### src/rtl/node_multicast_engine.sv
// NoC node packet engine: multicast TX of a latched payload over the
// router req/ack handshake, plus inbound flit reassembly into an RX buffer.
module node_multicast_engine #(
    parameter int DATA_W    = 32,
    parameter int FLIT_W    = 73,
    parameter int ID_W      = 8,
    parameter int MAX_FLITS = 8,
    parameter int NUM_DEST  = 4,
    parameter int LEN_W     = $clog2(MAX_FLITS + 1)
) (
    input  logic                          N_clk,
    input  logic                          N_rst,
    input  logic [ID_W-1:0]               local_id,
    input  logic                          start,
    input  logic [NUM_DEST-1:0]           dest_mask,
    input  logic [NUM_DEST*ID_W-1:0]      dest_ids,
    input  logic [LEN_W-1:0]              pkt_len,
    input  logic [MAX_FLITS*DATA_W-1:0]   tx_payload,
    output logic                          busy,
    output logic                          tx_done,
    output logic                          send_req,
    input  logic                          req_ack,
    output logic                          send_data_valid,
    output logic [DATA_W-1:0]             send_data,
    output logic [ID_W-1:0]               src_node,
    output logic [ID_W-1:0]               dest_node,
    input  logic [FLIT_W-1:0]             i_flit,
    input  logic                          rx_clear,
    output logic [MAX_FLITS*DATA_W-1:0]   rx_data,
    output logic [LEN_W-1:0]              rx_count,
    output logic                          rx_done,
    output logic                          rx_overflow
);

    typedef enum logic [1:0] {IDLE, REQ, SEND, DONE} state_t;

    state_t                        state_q, state_d;
    logic [NUM_DEST-1:0]           mask_q, mask_d, slot_q;
    logic [NUM_DEST*ID_W-1:0]      ids_q, ids_src;
    logic [LEN_W-1:0]              len_q, idx_q, idx_d;
    logic [MAX_FLITS*DATA_W-1:0]   pay_q;
    logic                          start_ok, load, last_word;

    logic                          busy_d, req_d, vld_d, done_d;
    logic [DATA_W-1:0]             data_d;
    logic [ID_W-1:0]               dest_d;

    assign start_ok = start && (pkt_len != '0)
                    && (pkt_len <= LEN_W'(MAX_FLITS))
                    && (|dest_mask);
    assign load      = (state_q == IDLE) && start_ok;
    assign slot_q    = mask_q & (~mask_q + NUM_DEST'(1));
    assign last_word = idx_q == (len_q - LEN_W'(1));
    assign ids_src   = load ? dest_ids : ids_q;

    always_ff @(posedge N_clk or posedge N_rst) begin
        if (N_rst) state_q <= IDLE;
        else       state_q <= state_d;
    end

    always_comb begin
        state_d = state_q;
        unique case (state_q)
            IDLE: if (start_ok) state_d = REQ;
            REQ:  if (req_ack) state_d = SEND;
            SEND: begin
                if (last_word)
                    state_d = |(mask_q & ~slot_q) ? REQ : DONE;
            end
            DONE: state_d = IDLE;
            default: state_d = IDLE;
        endcase
    end

    // Next values of the registered outputs and the word/slot bookkeeping
    always_comb begin
        mask_d = mask_q;
        idx_d  = idx_q;
        if (load) mask_d = dest_mask;
        if (state_q == REQ) idx_d = '0;
        if (state_q == SEND) begin
            idx_d = last_word ? '0 : idx_q + LEN_W'(1);
            if (last_word) mask_d = mask_q & ~slot_q;
        end

        busy_d = state_d != IDLE;
        req_d  = state_d == REQ;
        vld_d  = state_d == SEND;
        done_d = state_d == DONE;

        data_d = '0;
        if (vld_d) begin
            for (int k = 0; k < MAX_FLITS; k++)
                if (idx_d == LEN_W'(k))
                    data_d = pay_q[k*DATA_W +: DATA_W];
        end

        dest_d = '0;
        for (int i = NUM_DEST - 1; i >= 0; i--)
            if (mask_d[i]) dest_d = ids_src[i*ID_W +: ID_W];
    end

    always_ff @(posedge N_clk or posedge N_rst) begin
        if (N_rst) begin
            mask_q          <= '0;
            ids_q           <= '0;
            len_q           <= '0;
            idx_q           <= '0;
            pay_q           <= '0;
            busy            <= 1'b0;
            send_req        <= 1'b0;
            send_data_valid <= 1'b0;
            tx_done         <= 1'b0;
            send_data       <= '0;
            dest_node       <= '0;
            src_node        <= '0;
        end else begin
            mask_q <= mask_d;
            idx_q  <= idx_d;
            if (load) begin
                ids_q <= dest_ids;
                len_q <= pkt_len;
                pay_q <= tx_payload;
            end
            busy            <= busy_d;
            send_req        <= req_d;
            send_data_valid <= vld_d;
            tx_done         <= done_d;
            send_data       <= data_d;
            dest_node       <= dest_d;
            src_node        <= local_id;
        end
    end

    logic             flit_v, flit_t, rx_closed, has_room;
    logic [LEN_W-1:0] base_cnt;

    assign flit_v = i_flit[FLIT_W-1];
    assign flit_t = i_flit[FLIT_W-2];

    // A clear or a closed packet makes the next flit land at word 0
    assign base_cnt = (rx_clear || rx_closed) ? '0 : rx_count;
    assign has_room = base_cnt < LEN_W'(MAX_FLITS);

    always_ff @(posedge N_clk or posedge N_rst) begin
        if (N_rst) begin
            rx_data     <= '0;
            rx_count    <= '0;
            rx_done     <= 1'b0;
            rx_overflow <= 1'b0;
            rx_closed   <= 1'b0;
        end else begin
            rx_done <= flit_v && flit_t;
            if (flit_v) begin
                if (has_room) begin
                    for (int k = 0; k < MAX_FLITS; k++)
                        if (base_cnt == LEN_W'(k))
                            rx_data[k*DATA_W +: DATA_W] <= i_flit[DATA_W-1:0];
                    rx_count <= base_cnt + LEN_W'(1);
                end else begin
                    rx_count <= base_cnt;
                end
                rx_overflow <= (!rx_clear && rx_overflow) || !has_room;
                rx_closed   <= flit_t;
            end else if (rx_clear) begin
                rx_count    <= '0;
                rx_overflow <= 1'b0;
                rx_closed   <= 1'b0;
            end
        end
    end

    generate
        if (FLIT_W - 2 > DATA_W) begin : g_pad
            logic unused_pad;
            assign unused_pad = ^i_flit[FLIT_W-3:DATA_W];
        end
    endgenerate

endmodule

### config.mk
export PLATFORM = sky130hd
export DESIGN_NAME = node_multicast_engine
export DESIGN_NICKNAME = d
export VERILOG_FILES = /design/src/rtl/node_multicast_engine.sv
export SDC_FILE = /design/constraint.sdc
export NUM_CORES = 1
export LEC_CHECK = 0
export BUFFER_PORTS_ARGS = -buffer_cell sky130_fd_sc_hd__buf_4
export CORE_AREA = 2 2 272 274
export DETAILED_ROUTE_END_ITERATION = 10
export DIE_AREA = 0 0 274 276
export SETUP_SLACK_MARGIN = 0.3
export SLEW_MARGIN = 20
export SYNTH_ARGS = -nofsm -noshare
export SYNTH_HDL_FRONTEND = slang
export SYNTH_SLANG_ARGS = --single-unit
### constraint.sdc
create_clock -name N_clk -period 17.2 [get_ports N_clk]
set_input_delay 0.86 -clock N_clk [delete_from_list [all_inputs] [get_ports N_clk]]
set_output_delay 0.86 -clock N_clk [all_outputs]
set_load 0.1 [all_outputs]
==> impl_metrics.csv, run 1 <==
group,metric,value,unit
cells_and_area,fin_area,0.0336,mm^2
run_status,outcome,"complete, no violations",
sta,rsz0062_at_grt,"false",
clock_network,clockRootBuffer,"clkbuf_16",
power,p_int,3670,uW
critical_path,worstSetupPathType,"reg -> reg",
sta,post-route-min-period,4.42,ns
clock_network,clockBufferDepth,3,
floorplanning,die_y,276,um
floorplanning,rows,99,
detailed_routing,drc_errors,0,
synth,netlist_area,0.0252,mm^2
floorplanning,die_area,0.0756,mm^2
synth,ys_seq_area_share,61.2,%
floorplanning,core,0.0726,mm^2
critical_path,cp.arrival,4.89,ns
critical_path,cp_max_fo,42,
synth,ys_top_cells_by_area,"dfrtp_1, mux2_2, nand2_1, a221oi_1, a21oi_1",
clock_network,clkSinkCount,617,
sta,tns,0,ns
sta,clock_skew,0.0297,ns
detailed_routing,wirelength,81500,um
global_routing,grt_pass1_vias,18500,
clock_network,cts_buffers,71,
synth,ys_ff_latch,617,
power,p_leak,0.0159,uW
place,port_buffers,656,
job,maxCapViolations,0,
critical_path,critPathRequiredTime,17.67,ns
detailed_routing,dr.pass1.iters,5,
cells_and_area,fin_nets,2843,
power,pwr_density_cell,187,mW/mm^2
detailed_routing,postRouteAntennaNets,0,
power,p_comb_share,40.7,%
synth,yosys.area.top_type,"dfrtp_1",
global_routing,antenna_found_initial,23,
sta,hold_violations,0,
clock_network,cts-resized-gates,0,
detailed_routing,dr_total_vias,17800,
sta,worst_slack,12.78,ns
clock_network,insertion_delay,0.62,ns
sta,slew_violations,0,
global_routing,grt_max_degree,173,
power,fin_total_pwr,6290,uW
clock_network,cts_hold_buffers,0,
sta,worstMarginPinSlew,0.973,ns
synth,yosysUniqueCellTypes,56,
place,gp_congestion,0.861,
place,hpwl,57200,um
synth,synthFlopType,"dfrtp_1",
detailed_routing,drt_iter0_drc,1017,
detailed_routing,wire_per_inst,23.3,um
cells_and_area,instances_no_fill,3490,
floorplanning,pin_count,696,
synth,synth_edf_count,0,
synth,synth.avg_cell_area,14.0,um^2
clock_network,clk_pin_slew,0.06,ns
floorplanning,die_w,274,um
floorplanning,initial_core_util,34.7,%
synth,syn_inst,1799,
global_routing,grt_usage,21.2,%
critical_path,start_kind,"register",
power,switching_share,41.7,%
cells_and_area,area_growth,33.3,%
critical_path,worstSetupEndpointType,"register",
synth,synth.top_cell.area_share,61.2,%
sta,fmax,226,MHz
clock_network,cts_tree,"yes",
power,seqPwrFrac,34.8,%
power,ir_drop,113,uV
global_routing,grt_pass1_wl,120000,um
synth,syn_nets,2187,
place,dp.cells,3340,
cells_and_area,final_layout_size_suffix_gt1_share,55.2,%
hold_path,hold_class,"in -> async",
synth,yosys_warnings,0,
sta,max_slew_margin,33.5,%
power,switching_power,2620,uW
clock_network,post_cts_buffers,0,
sta,period_share,25.7,%
place,pre_cts_ws,12.78,ns
global_routing,grt_overflow,0,
sta,setup_viol,0,
detailed_routing,via_per_inst,5.11,
place,post_dp_cell_area,0.0311,mm^2
synth,postSynth.asyncResetShare,100,%
power,pwr-share-clk,24.5,%
clock_network,h-tree-depth,3,
critical_path,reg2reg_depth,12,
[power groups by stage]
stage	clock [uW]	combinational [uW]	sequential (uW)
3_3_place_gp	0	2530	2180
4_1_cts	1580	2570	2180
3_5_place_dp	0	2570	2210
6_report	1540	2560	2190
2_1_floorplan	0	1120	2910
5_1_grt	1640	2700	2240
[per-layer routing]
metal	wire length (um)	part of all wire, %	track usage (%)	vias up
met2	42500	52	37.0	584
met4	3430	4.2	9.42	4
li1	-	-	-	7838
met3	4090	5.0	4.14	180
met1	31400	39	25.1	9217
met5	33	0.041	0	-
[final cells by class]
| cell class | count | area [um^2] |
|---|---|---|
| diodes | 21 | 52.6 |
| clock buffers | 103 | 2100 |
| clock inverters | 25 | 295 |
| fillers | 6552 | 39000 |
| inverters | 26 | 101 |
| multi-input cells | 1048 | 9210 |
| flip-flops and latches | 617 | 15400 |
| well taps | 959 | 1200 |
| repair buffers | 691 | 5230 |
[cells in the final DEF (no fill, tap or decap), types with 16 or more instances in the layout]
cell       synthesis  routed
nand2_1          140     140
a211oi_1          32      32
buf_4              6     688
o21ai_2           20      21
a21oi_1           49      49
a311oi_1          26      26
diode_2            0      21
dfrtp_1          617     617
o21ai_0           23      22
clkbuf_8           0      16
inv_1             23      22
nor2_1            39      38
mux2_2           538     538
clkbuf_16          0      73
a221oi_1          29      29
mux2i_1           17      17
nand3_1           39      39
[registers in the layout (all words and copies together) (netlist names), 2 cells and up]
register / flops
pay_q: 256
dest_node: 8
rx_data: 256
mask_q: 4
idx_q: 4
state_q: 2
len_q: 4
rx_count: 4
src_node: 8
send_data: 32
ids_q: 32
[stage by stage]
stage | hold WS, ns | utilization, %
floorplan | 0.447 | -
global placement | 0.466 | 42.9
detailed placement | 0.473 | 42.9
CTS | 0.316 | 46.2
global route | 0.288 | 46.3
finish | 0.292 | 46.3
[critical path: stages, from the launching register on]
cell      delay [ns]
dfrtp_1         0.41
inv_1           0.09
ha_1            0.19
xnor3_1         0.41
nand3_2         0.11
nor2_1          0.07
o31a_2          0.52
inv_2           0.60
buf_4           0.60
nor3_4          0.23
buf_4           0.28
a221oi_1        0.55
a211oi_1        0.15
[cell usage after synthesis, types with 15 or more instances]
cell type,number
clkbuf_1,25
buf_1,25
nand2_1,140
mux2_2,538
a21oi_1,49
a211oi_1,32
mux2i_1,17
nor3_1,15
a221oi_1,29
nor2_1,39
inv_1,23
o21ai_2,20
nand3_1,39
buf_2,47
o21ai_0,23
a311oi_1,26
dfrtp_1,617
[path summary, 6_finish.rpt]
| path | start | to | slack [ns] |
|---|---|---|---|
| worst max-delay path | len_q[0] | send_data[6] | 12.78 |
| worst min-delay path | N_rst | pay_q[247] | 0.29 |
| worst max register to register | len_q[0] | send_data[6] | 12.78 |
| worst min register to register | ids_q[11] | ids_q[11] | 0.48 |
| max in group asynchronous | N_rst | rx_data[179] | 13.99 |
| min in group N_clk | local_id[0] | src_node[0] | 0.36 |
[kinds of logic (layout without fill, tap and decap cells)]
group                    count (synthesis)  in the layout  share of synthesized area [%]
flip-flops                             617            617                           61.2
multiplexers                           555            555                           24.7
AND/OR/NAND/NOR                        265            265                           4.75
buffers and inverters                  134            845                           2.47
AO/OA/AOI/OAI                          212            212                           6.11
XOR/XNOR                                 9              9                          0.397
other                                    0             21                              0
adder cells (fa/ha/maj)                  7              7                          0.337
(Power assumes the default switching activity.)
==> run 2, diff against run 1 <==
Clock period 17.2 ns to 4.14 ns, I/O delays scaled along.
==> run 2 against run 1 <==
First-iteration DRC count down 4.5%. Sequential share of layout area down 4.4 points. Non-clock buffer count up 355. Fmax up 27%. Highest routed layer is now met4.
==> impl_metrics.csv, run 2 (synthesis gave the netlist of run 1 again) <==
group,metric,value,unit
run_status,outcome,"complete, no violations",
clock_network,insertion_delay,0.61,ns
floorplanning,rows,99,
global_routing,grt_usage,22.1,%
detailed_routing,drc_errors,0,
detailed_routing,postRouteAntennaNets,0,
place,gp_congestion,0.845,
sta,period_share,84.1,%
sta,max_slew_margin,23.3,%
cells_and_area,final_cell_mix,"buf_4, dfrtp_1, mux2_2",
cells_and_area,final_common_cell,"buf_4",
critical_path,crit_buf_inv,3,
global_routing,grt_pass1_wl,127000,um
critical_path,path_common_cell,"buf_4",
global_routing,grt_max_degree,178,
floorplanning,die_w,274,um
power,pwr-share-clk,24.4,%
critical_path,critPathRequiredTime,4.63,ns
critical_path,slowest_delay,0.48,ns
cells_and_area,area_growth,47.5,%
hold_path,hold_class,"in -> reg",
sta,slew_violations,0,
cells_and_area,instances_no_fill,3839,
place,port_buffers,656,
critical_path,cp_max_fo,27,
sta,hold_violations,0,
detailed_routing,via_per_inst,5.04,
place,hpwl,57800,um
sta,clock_skew,0.0204,ns
power,switching_share,41.2,%
critical_path,worstSetupEndpointType,"register",
power,seqPwrFrac,34.5,%
critical_path,cpLargestDelayFamily,"buffers and inverters",
critical_path,path_cells,"inv_1 > ha_1 > xnor3_1 > nand3_2 > a211oi_1 > nor2_1 > or2_1 > buf_4 > or3_1 > buf_4 > o221ai_1 > a311oi_1",
cells_and_area,largest_registers,"pay_q x256, rx_data x256",
cells_and_area,nFillCells,6217,
power,p_int,15600,uW
clock_network,cts_tree,"yes",
power,ir_drop,513,uV
cells_and_area,fin_nets,3197,
place,dp.cells,3356,
power,switching_power,10900,uW
cells_and_area,final_util,51.2,%
detailed_routing,wire_per_inst,22.2,um
clock_network,h-tree-depth,3,
clock_network,clockBufferDepth,3,
sta,rsz0062_at_grt,"false",
clock_network,cts_buffers,70,
critical_path,cp.arrival,3.97,ns
power,p_leak,0.0174,uW
detailed_routing,dr.pass1.iters,5,
clock_network,clkSinkCount,617,
sta,worstMarginPinSlew,1.15,ns
cells_and_area,final_layout_size_suffix_gt1_share,48.8,%
clock_network,clk_pin_slew,0.06,ns
clock_network,post_cts_buffers,0,
clock_network,clockRootBuffer,"clkbuf_16",
sta,fmax,287,MHz
sta,setup_viol,0,
sta,tns,0,ns
job,maxCapViolations,0,
critical_path,slowest_stage,"buf_4",
global_routing,grt_overflow,0,
power,pwr_density_cell,714,mW/mm^2
floorplanning,initial_core_util,34.7,%
global_routing,antenna_found_initial,12,
floorplanning,die_area,0.0756,mm^2
power,p_comb_share,41.2,%
clock_network,cts-resized-gates,0,
critical_path,start_kind,"register",
detailed_routing,dr_total_vias,19400,
clock_network,cts_hold_buffers,339,
power,fin_total_pwr,26500,uW
detailed_routing,drt_iter0_drc,971,
floorplanning,die_y,276,um
sta,post-route-min-period,3.48,ns
detailed_routing,wirelength,85100,um
critical_path,worstSetupPathType,"reg -> reg",
global_routing,grt_pass1_vias,20600,
floorplanning,pin_count,696,
floorplanning,core,0.0726,mm^2
[run 2: cell types whose count changed in the layout (fill, tap and decap cells not counted), sizes merged]
cell,before,now
clkbuf,103,97
bufinv,4,7
clkinvlp,5,4
dlygate4sd3,0,339
buf,691,707
clkinv,15,16
diode,21,18
[run 2: final timing paths]
kind / startpoint / endpoint / slack (ns) / cells past startpoint
worst max-delay path: len_q[0] / send_data[25] / 0.66 / 12
worst min-delay path: dest_mask[2] / mask_q[2] / 0.06 / 3
worst max register to register: len_q[0] / send_data[25] / 0.66 / 12
worst min register to register: ids_q[11] / ids_q[11] / 0.49 / 2
max in group asynchronous: N_rst / pay_q[15] / 2.66 / 5
min in group asynchronous: N_rst / rx_data[210] / 0.22 / 3
[run 2: worst register-to-register path, delay by kind of cell, from the launching register on]
family / cells / cell delay (ns)
buffers and inverters: 3 / 0.88
flip-flops: 1 / 0.41
AND/OR/NAND/NOR: 4 / 0.82
AO/OA/AOI/OAI: 3 / 0.66
XOR/XNOR: 1 / 0.41
adder cells (fa/ha/maj): 1 / 0.19
[run 2: routing by layer]
| metal | share of wire (%) | track usage (%) | vias up |
|---|---|---|---|
| li1 | - | - | 8527 |
| met1 | 40 | 26.6 | 10000 |
| met2 | 51 | 38.2 | 607 |
| met3 | 4.0 | 3.49 | 226 |
| met4 | 5.2 | 11.3 | 0 |
| met5 | 0 | 0 | - |
[run 2: metrics by stage]
stage	cell area, um^2	hold slack, ns	setup slack, ns
floorplan	25200	0.238	-4.49
global placement	31300	0.316	0.353
detailed placement	31300	0.317	0.643
CTS	37100	0.00131	0.624
global route	37200	0.0405	0.410
finish	37200	0.0595	0.658
[run 2: layout make-up]
cell class,count,area (um^2),share of cell area [%]
inverter,26,101,0.273
timing repair buffer,1046,8800,23.7
multi-input combinational,1048,9180,24.7
tap,959,1200,3.23
clock inverter,28,398,1.07
sequential,617,15400,41.5
antenna,18,45.0,0.121
clock buffer,97,2010,5.42
[run 2: power by group through the flow]
stage	Clock [uW]	Sequential, uW	Combinational, uW
CTS	6610	9110	11000
floorplan	0	12100	4650
finish	6460	9140	10900
detailed placement	0	9210	10700
global route	6880	9360	11600
global placement	0	9150	10500
